$ cat src/rtl/switch_conditioner_pkg.sv
// Shared switch-bus definitions for the conditioner and the go/nogo counter.
// Field offsets assume the default NBITS layout of the raw switch bus.
package switch_conditioner_pkg;

  localparam int NBITS       = 12;
  localparam int SW_GO_LSB   = 0;
  localparam int SW_NOGO_LSB = NBITS;
  localparam int SW_SEL_GO   = 2 * NBITS;
  localparam int SW_SEL_NOGO = 2 * NBITS + 1;
  localparam int SW_LED_EN   = 2 * NBITS + 2;
  localparam int SW_WIDTH    = 2 * NBITS + 3;

  typedef struct packed {
    logic             led_enable;
    logic             sel_nogo;
    logic             sel_go;
    logic [NBITS-1:0] nogo;
    logic [NBITS-1:0] go;
  } sw_fields_t;

  function automatic int CYCLES_PER_MS(input int clock_mhz);
    return clock_mhz * 1000;
  endfunction

endpackage

$ cat src/rtl/switch_conditioner_if.sv
// Raw switch levels in, debounced vector with change strobe and valid flag out.
// master is the conditioner side; slave is the switch source / consumer side.
interface switch_conditioner_if
  import switch_conditioner_pkg::*;
#(
  parameter int W = SW_WIDTH
);
  logic [W-1:0] sw_raw;
  logic [W-1:0] sw_clean;
  logic         sw_changed;
  logic         sw_valid;

  modport master (input sw_raw, output sw_clean, output sw_changed, output sw_valid);
  modport slave  (output sw_raw, input sw_clean, input sw_changed, input sw_valid);
endinterface

$ cat src/rtl/switch_conditioner_ms_tick_gen.sv
// Free-running millisecond time base: one-cycle pulse each time the counter
// wraps to zero; never disturbed by anything but reset.
module ms_tick_gen
  import switch_conditioner_pkg::*;
#(
  parameter int CLOCK_MHZ = 12
) (
  input  logic clk,
  input  logic rst,
  output logic ms_tick
);
  localparam int CYCLES = CYCLES_PER_MS(CLOCK_MHZ);
  localparam int CW     = $clog2(CYCLES);

  logic [CW-1:0] count_reg;
  logic          ms_tick_reg;

  always_ff @(posedge clk) begin
    if (rst) begin
      count_reg   <= '0;
      ms_tick_reg <= 1'b0;
    end else if (count_reg == CW'(CYCLES - 1)) begin
      count_reg   <= '0;
      ms_tick_reg <= 1'b1;
    end else begin
      count_reg   <= count_reg + 1'b1;
      ms_tick_reg <= 1'b0;
    end
  end

  assign ms_tick = ms_tick_reg;
endmodule

$ cat src/rtl/switch_conditioner.sv
// Synchronise, debounce (whole vector on a 1 ms base) and register the
// configuration switch bus, with a one-cycle strobe on every committed update.
module switch_conditioner #(
  parameter int NBITS       = switch_conditioner_pkg::NBITS,
  parameter int W           = 2 * NBITS + 3,
  parameter int CLOCK_MHZ   = 12,
  parameter int DEBOUNCE_MS = 20,
  parameter int SYNC_STAGES = 2
) (
  input  logic                 clk,
  input  logic                 rst,
  switch_conditioner_if.master sw
);
  localparam int             SCW        = $clog2(DEBOUNCE_MS + 1);
  localparam logic [SCW-1:0] STABLE_MAX = SCW'(DEBOUNCE_MS);

  logic                            ms_tick;
  logic [SYNC_STAGES-1:0][W-1:0]   sync_reg;
  logic [W-1:0]                    sync;
  logic [W-1:0]                    cand_reg;
  logic [W-1:0]                    clean_reg;
  logic [SCW-1:0]                  stable_cnt_reg;
  logic                            changed_reg;
  logic                            valid_reg;
  logic                            commit;

  ms_tick_gen #(.CLOCK_MHZ(CLOCK_MHZ)) u_tick (
    .clk     (clk),
    .rst     (rst),
    .ms_tick (ms_tick)
  );

  always_ff @(posedge clk) begin
    if (rst) sync_reg <= '0;
    else     sync_reg <= {sync_reg[SYNC_STAGES-2:0], sw.sw_raw};
  end

  assign sync = sync_reg[SYNC_STAGES-1];

  // The first commit after reset must fire even if the vector equals the reset value.
  assign commit = (stable_cnt_reg == STABLE_MAX) && (!valid_reg || (cand_reg != clean_reg));

  always_ff @(posedge clk) begin
    if (rst) begin
      cand_reg       <= '0;
      stable_cnt_reg <= '0;
      clean_reg      <= '0;
      changed_reg    <= 1'b0;
      valid_reg      <= 1'b0;
    end else begin
      // A mismatch restarts the window even if a tick lands in the same cycle.
      if (sync != cand_reg) begin
        cand_reg       <= sync;
        stable_cnt_reg <= '0;
      end else if (ms_tick && (stable_cnt_reg < STABLE_MAX)) begin
        stable_cnt_reg <= stable_cnt_reg + SCW'(1);
      end

      if (commit) begin
        clean_reg   <= cand_reg;
        changed_reg <= 1'b1;
        valid_reg   <= 1'b1;
      end else begin
        changed_reg <= 1'b0;
      end
    end
  end

  assign sw.sw_clean   = clean_reg;
  assign sw.sw_changed = changed_reg;
  assign sw.sw_valid   = valid_reg;
endmodule
$ cat src/flat_wrapper.sv
// flat-port wrapper written by rule: the top's interface ports become plain ports
module switch_conditioner_flat 
#(
  parameter int NBITS       = switch_conditioner_pkg::NBITS,
  parameter int W           = 2 * NBITS + 3,
  parameter int CLOCK_MHZ   = 12,
  parameter int DEBOUNCE_MS = 20,
  parameter int SYNC_STAGES = 2
)
  (clk, rst, sw_sw_raw, sw_sw_clean, sw_sw_changed, sw_sw_valid);
  switch_conditioner_if #(.W(W)) sw_i ();
  input  logic clk;
  input  logic rst;
  input wire logic [$bits(sw_i.sw_raw)-1:0] sw_sw_raw;
  output wire logic [$bits(sw_i.sw_clean)-1:0] sw_sw_clean;
  output wire logic [$bits(sw_i.sw_changed)-1:0] sw_sw_changed;
  output wire logic [$bits(sw_i.sw_valid)-1:0] sw_sw_valid;
  assign sw_i.sw_raw = sw_sw_raw;
  assign sw_sw_clean = sw_i.sw_clean;
  assign sw_sw_changed = sw_i.sw_changed;
  assign sw_sw_valid = sw_i.sw_valid;
  switch_conditioner #(.NBITS(NBITS), .W(W), .CLOCK_MHZ(CLOCK_MHZ), .DEBOUNCE_MS(DEBOUNCE_MS), .SYNC_STAGES(SYNC_STAGES)) u_core (.clk(clk), .rst(rst), .sw(sw_i));
endmodule
$ cat config.mk
export PLATFORM = sky130hd
export DESIGN_NAME = switch_conditioner_flat
export DESIGN_NICKNAME = d
export VERILOG_FILES = /design/src/rtl/switch_conditioner_pkg.sv /design/src/rtl/switch_conditioner_if.sv /design/src/rtl/switch_conditioner_ms_tick_gen.sv /design/src/rtl/switch_conditioner.sv /design/src/flat_wrapper.sv
export SDC_FILE = /design/constraint.sdc
export NUM_CORES = 1
export LEC_CHECK = 0
export BUFFER_PORTS_ARGS = -buffer_cell sky130_fd_sc_hd__buf_2
export CELL_PAD_IN_SITES_DETAIL_PLACEMENT = 1
export CELL_PAD_IN_SITES_GLOBAL_PLACEMENT = 2
export CORE_ASPECT_RATIO = 0.5
export CORE_MARGIN = 8
export CORE_UTILIZATION = 40
export CTS_CLUSTER_DIAMETER = 150
export DETAILED_ROUTE_END_ITERATION = 12
export PLACE_DENSITY = 0.89
export SLEW_MARGIN = 10
export SYNTH_ARGS = -nofsm -noshare
export SYNTH_HDL_FRONTEND = slang
export SYNTH_HIERARCHICAL = 1
export SYNTH_SLANG_ARGS = --single-unit
$ cat constraint.sdc
create_clock -name clk -period 2.7 [get_ports clk]
set_input_delay 0.405 -clock clk [delete_from_list [all_inputs] [get_ports clk]]
set_output_delay 0.405 -clock clk [all_outputs]
set_load 0.005 [all_outputs]
* Word-level counts from Yosys, hierarchy flattened
Index checks and enable logic that the tools add are counted.
Word-level totals: flip-flop bits (word level) 130, bits of input ports 29, logic and storage cells 24
Cells by class: $add $sub $neg 2, order comparisons 1, equal/unequal tests 4, muxes and demuxes 2, reduce and logical (&&, ||, !) cells 6
Operators with widths (number):
- != test 27 bit | 2
- adder 14 x 1 -> 14 bit (second input constant) | 1
- == test 14 bit (second input constant) | 1
- adder 5 x 1 -> 5 bit (second input constant) | 1
- == test 5 bit (second input constant) | 1
- < comparator 5 bit (second input constant) | 1
- OR reduction 2 bit | 2
- logical AND 1 bit | 2
- 2-to-1 mux 1 bit | 2
- logical NOT 1 bit | 1
- logical OR 1 bit | 1

* Longest topological paths before layout
word-level depth 4, gate-level depth with buffers 8, depth with buffers taken out 6

* Cells and area by module
Netlist, hierarchy kept.
Modules (own cells, without submodules):
- switch_conditioner | instances 1, cells each 336, area each 3928.8 µm², seq. area each 2302.2 µm²
- ms_tick_gen | instances 1, cells each 70, area each 633.1 µm², seq. area each 300.3 µm²

* Worst setup path after synthesis
OpenSTA, ideal clock, no wires.
kind register to register, from register u_core.clean_reg[11], in the netlist u_core/sw.sw_clean[11], to register u_core.clean_reg[10], in the netlist u_core/sw.sw_clean[10], setup time 117 ps, arrival 1775 ps, data required time 2583 ps, setup slack 808 ps, cell stages (with the launch flop) 8, path buffers 2, period minus slack after synthesis 1892 ps, path through dfxtp_1 > xor2_1 > nor4_1 > nand4_1 > o31a_2 > buf_2 > buf_6 > a22o_2
Between the ends: cells in the longest elaborated chain, start to end 3
Ends and longest elaborated chain:
- from (decl) | RTL line switch_conditioner.sv:21 | logic [W-1:0] clean_reg;
- from (signal assigned) | RTL line switch_conditioner.sv:60 | clean_reg <= cand_reg;
- != test 27 bit | RTL line switch_conditioner.sv:41 | assign commit = (stable_cnt_reg == STABLE_MAX) && (!valid_reg || (cand_reg != clean_reg));
- logical OR 1 bit | RTL line switch_conditioner.sv:41
- logical AND 1 bit | RTL line switch_conditioner.sv:41
Every way passes these cells. A chain may end at the register's enable or synchronous reset.

* Worst setup path in the final report
from register u_core.clean_reg[2], in the netlist u_core/sw.sw_clean[2], to register u_core.clean_reg[1], in the netlist u_core/sw.sw_clean[1]
Same word-level chain as after synthesis.

==> metrics <==
remaining antenna violation count after routing=0; std cell rows=27; Remaining Overflow, GRT=0; core region area=11000 µm²; Top Ports=58; Vias/cell=4.69; slew margin rel.=60.3%; final hold vios=0; Slew @ Worst Pin=0.596 ns; max-cap violations=0; placed cell count=597; gpl congestion=0.793; antenna violations before repair=0; vias in the first global route=3162; Initial DRC Count=118; CP Capture Type=flip-flop; P_leak=2.43 nW; Residual DRC=0; worst slack, placed=0.655 ns; Setup TNS=0 ns; switching power=0.959 mW; Diodes inserted=0; WL final=10.6 mm; register area=2600 µm²; Synth Cell Area=4560 µm²; die width=167 µm; Clock Skews=0.00827 ns; sequential fraction of the synthesis area=57.0%; multi-input gate area in the final layout=1850 µm²; crit-path max cell delay=0.61 ns; clk_lat worst skew=0.41 ns; Startpoint Class=flip-flop; slowest CP cell=o31a_2; GRT Util Overall=14.2%; sw frac=21.6%; pin count of the biggest net entering global routing=62; Max Buffers Root-to-Sink=2; drt pass-1 iters=4; nets@finish=503; RSZ-0062 raised after global routing=false; final worst-path setup slack=0.611 ns; Avg Inst Size Synth=11.2 µm²; Reg clk slew, reported paths=0.06 ns; Synth-to-Final Area Change=21.9%; final setup violation count=0; Max Slew Vio Count=0; yosys warns=6; Mapped Cells=406; status=finished clean; Clock Root Buffer=clkbuf_16; cts bufs inserted=17; Post-DP HPWL=7.39 mm; CTS tree=done; Worst Path Required=3.00 ns; CP bufs+invs=0; Die H=91.5 µm; cts hold-fix bufs=0; clock sinks=130; Worst VDD drop=0.457 mV; Comb power frac=3.4%; type of the worst min-delay path=in -> reg; WS Path Type=reg -> reg; Mapped Nets=438; WL/cell=16.8 µm; non-filler cells, final=629; P_int=3.48 mW; fin crit share=77.4%; Worst Path Arrival=2.39 ns; fmax=479 MHz; htree depth=4; post-cts sizing count=0; Top delay family on crit path=compound AO/OA/AOI/OAI gates; layout cell share with drive strength beyond 1=25.0%; number of distinct library cells after synthesis=29; Fill cells=1199; FF+latch count, synth=130; first-pass GRT wire length=16.7 mm; die area=15300 µm²; Power per Cell Area=799 nW/µm²; Clk pwr share=51.4%; peak fanout along the critical path=28; via count=2948; crit-path cells=xor2_1 -> nor4_1 -> nand4_1 -> o31a_2 -> a22o_2; port bufs=57; max reg flops=54; sequential power share=45.3%; Tmin final=2.09 ns; Post-CTS Setup Bufs=0; Initial Util=41.3%
synthesized netlist by cell type:
| cell | instances | share of area [%] |
|---|---|---|
| nand2b_1 | 1 | 0.14 |
| clkbuf_1 | 9 | 0.74 |
| a21oi_1 | 2 | 0.22 |
| a22o_2 | 25 | 5.5 |
| o31a_2 | 1 | 0.22 |
| nand3_1 | 7 | 0.77 |
| buf_2 | 1 | 0.11 |
| xor2_1 | 43 | 8.3 |
| ha_1 | 3 | 0.82 |
| nor3_1 | 4 | 0.44 |
| and4_1 | 1 | 0.19 |
| nor2_1 | 21 | 1.7 |
| or4b_1 | 1 | 0.22 |
| nand2_1 | 8 | 0.66 |
| xnor2_1 | 26 | 5.0 |
| nand4_1 | 10 | 1.4 |
| buf_6 | 5 | 1.2 |
| a41oi_1 | 1 | 0.19 |
| o41ai_4 | 1 | 0.60 |
| nor4_2 | 1 | 0.27 |
| nor2b_1 | 82 | 11 |
| o21ai_0 | 1 | 0.11 |
| or4_1 | 1 | 0.16 |
| dfxtp_1 | 130 | 57 |
| nor4_1 | 12 | 1.6 |
| a22o_1 | 2 | 0.38 |
| inv_1 | 5 | 0.41 |
| nand4b_1 | 1 | 0.19 |
| or2_2 | 1 | 0.14 |
worst reg2reg max path, stage by stage, from the launching register on:
cell and delay (ns):
dfxtp_1 0.33, xor2_1 0.16, nor4_1 0.35, nand4_1 0.22, o31a_2 0.61, a22o_2 0.30
cell families after synthesis:
| logic type | after synthesis | synth area share, % |
|---|---|---|
| simple gates | 151 | 19.2 |
| flops | 130 | 57.0 |
| xor+xnor | 69 | 13.2 |
| compound gates | 33 | 7.21 |
| buf+inv | 20 | 2.50 |
| fa+ha+maj | 3 | 0.823 |
power by group through the flow:
| stage | registers (mW) | clock network [mW] | logic [mW] |
|---|---|---|---|
| 3_5_place_dp | 2.05 | 0 | 0.152 |
| 5_1_grt | 2.01 | 2.42 | 0.169 |
| 2_1_floorplan | 2.04 | 0 | 0.107 |
| 4_1_cts | 2.01 | 2.33 | 0.154 |
| 3_3_place_gp | 2.05 | 0 | 0.150 |
| 6_report | 2.01 | 2.28 | 0.151 |
area by class of cell:
| class | count | area share, % |
|---|---|---|
| Clock inverter | 11 | 2.29 |
| Timing Repair Buffer | 61 | 5.67 |
| Tap cell | 145 | 3.26 |
| Inverter | 5 | 0.337 |
| Clock buffer | 21 | 8.46 |
| Multi-Input combinational cell | 256 | 33.2 |
| Sequential cell | 130 | 46.8 |
worst paths after layout:
check,startpoint,end,slack [ns],cells past startpoint
min,sw_sw_raw[5],u_core/sync_reg[5],0.20,2
max,u_core/sw.sw_clean[2],u_core/sw.sw_clean[1],0.61,5
max reg2reg,u_core/sw.sw_clean[2],u_core/sw.sw_clean[1],0.61,5
min reg2reg,u_core/sync_reg[26],u_core/sync[26],0.44,1
metal layers:
metal	share of wire, %	track usage (%)
met1	53	19.2
met2	42	20.1
met3	3.5	4.27
met4	1.6	7.59
met5	0	0
through the flow:
stage | hold WS (ns) | total power [mW] | util, % | cell area [µm²]
2_1_floorplan | 0.414 | 2.14 | - | 4560
6_report | 0.202 | 4.44 | 50.3 | 5560
3_3_place_gp | 0.424 | 2.20 | 44.9 | 4960
3_5_place_dp | 0.429 | 2.20 | 44.9 | 4960
5_1_grt | 0.199 | 4.60 | 50.3 | 5560
4_1_cts | 0.187 | 4.50 | 50.3 | 5560
cell usage in the layout (no fill, tap or decap), drive strengths merged, types with 4 or more instances in the layout:
| master | Yosys | final |
|---|---|---|
| inv | 5 | 7 |
| nor2b | 82 | 82 |
| buf | 6 | 61 |
| nand4 | 10 | 10 |
| clkinv | 0 | 5 |
| nor2 | 21 | 21 |
| clkbuf | 9 | 21 |
| nor3 | 4 | 4 |
| dfxtp | 130 | 130 |
| nand2 | 8 | 8 |
| a22o | 27 | 27 |
| xnor2 | 26 | 26 |
| xor2 | 43 | 43 |
| nor4 | 13 | 13 |
| nand3 | 7 | 7 |
Note: power is estimated with default switching activity, not from simulation.
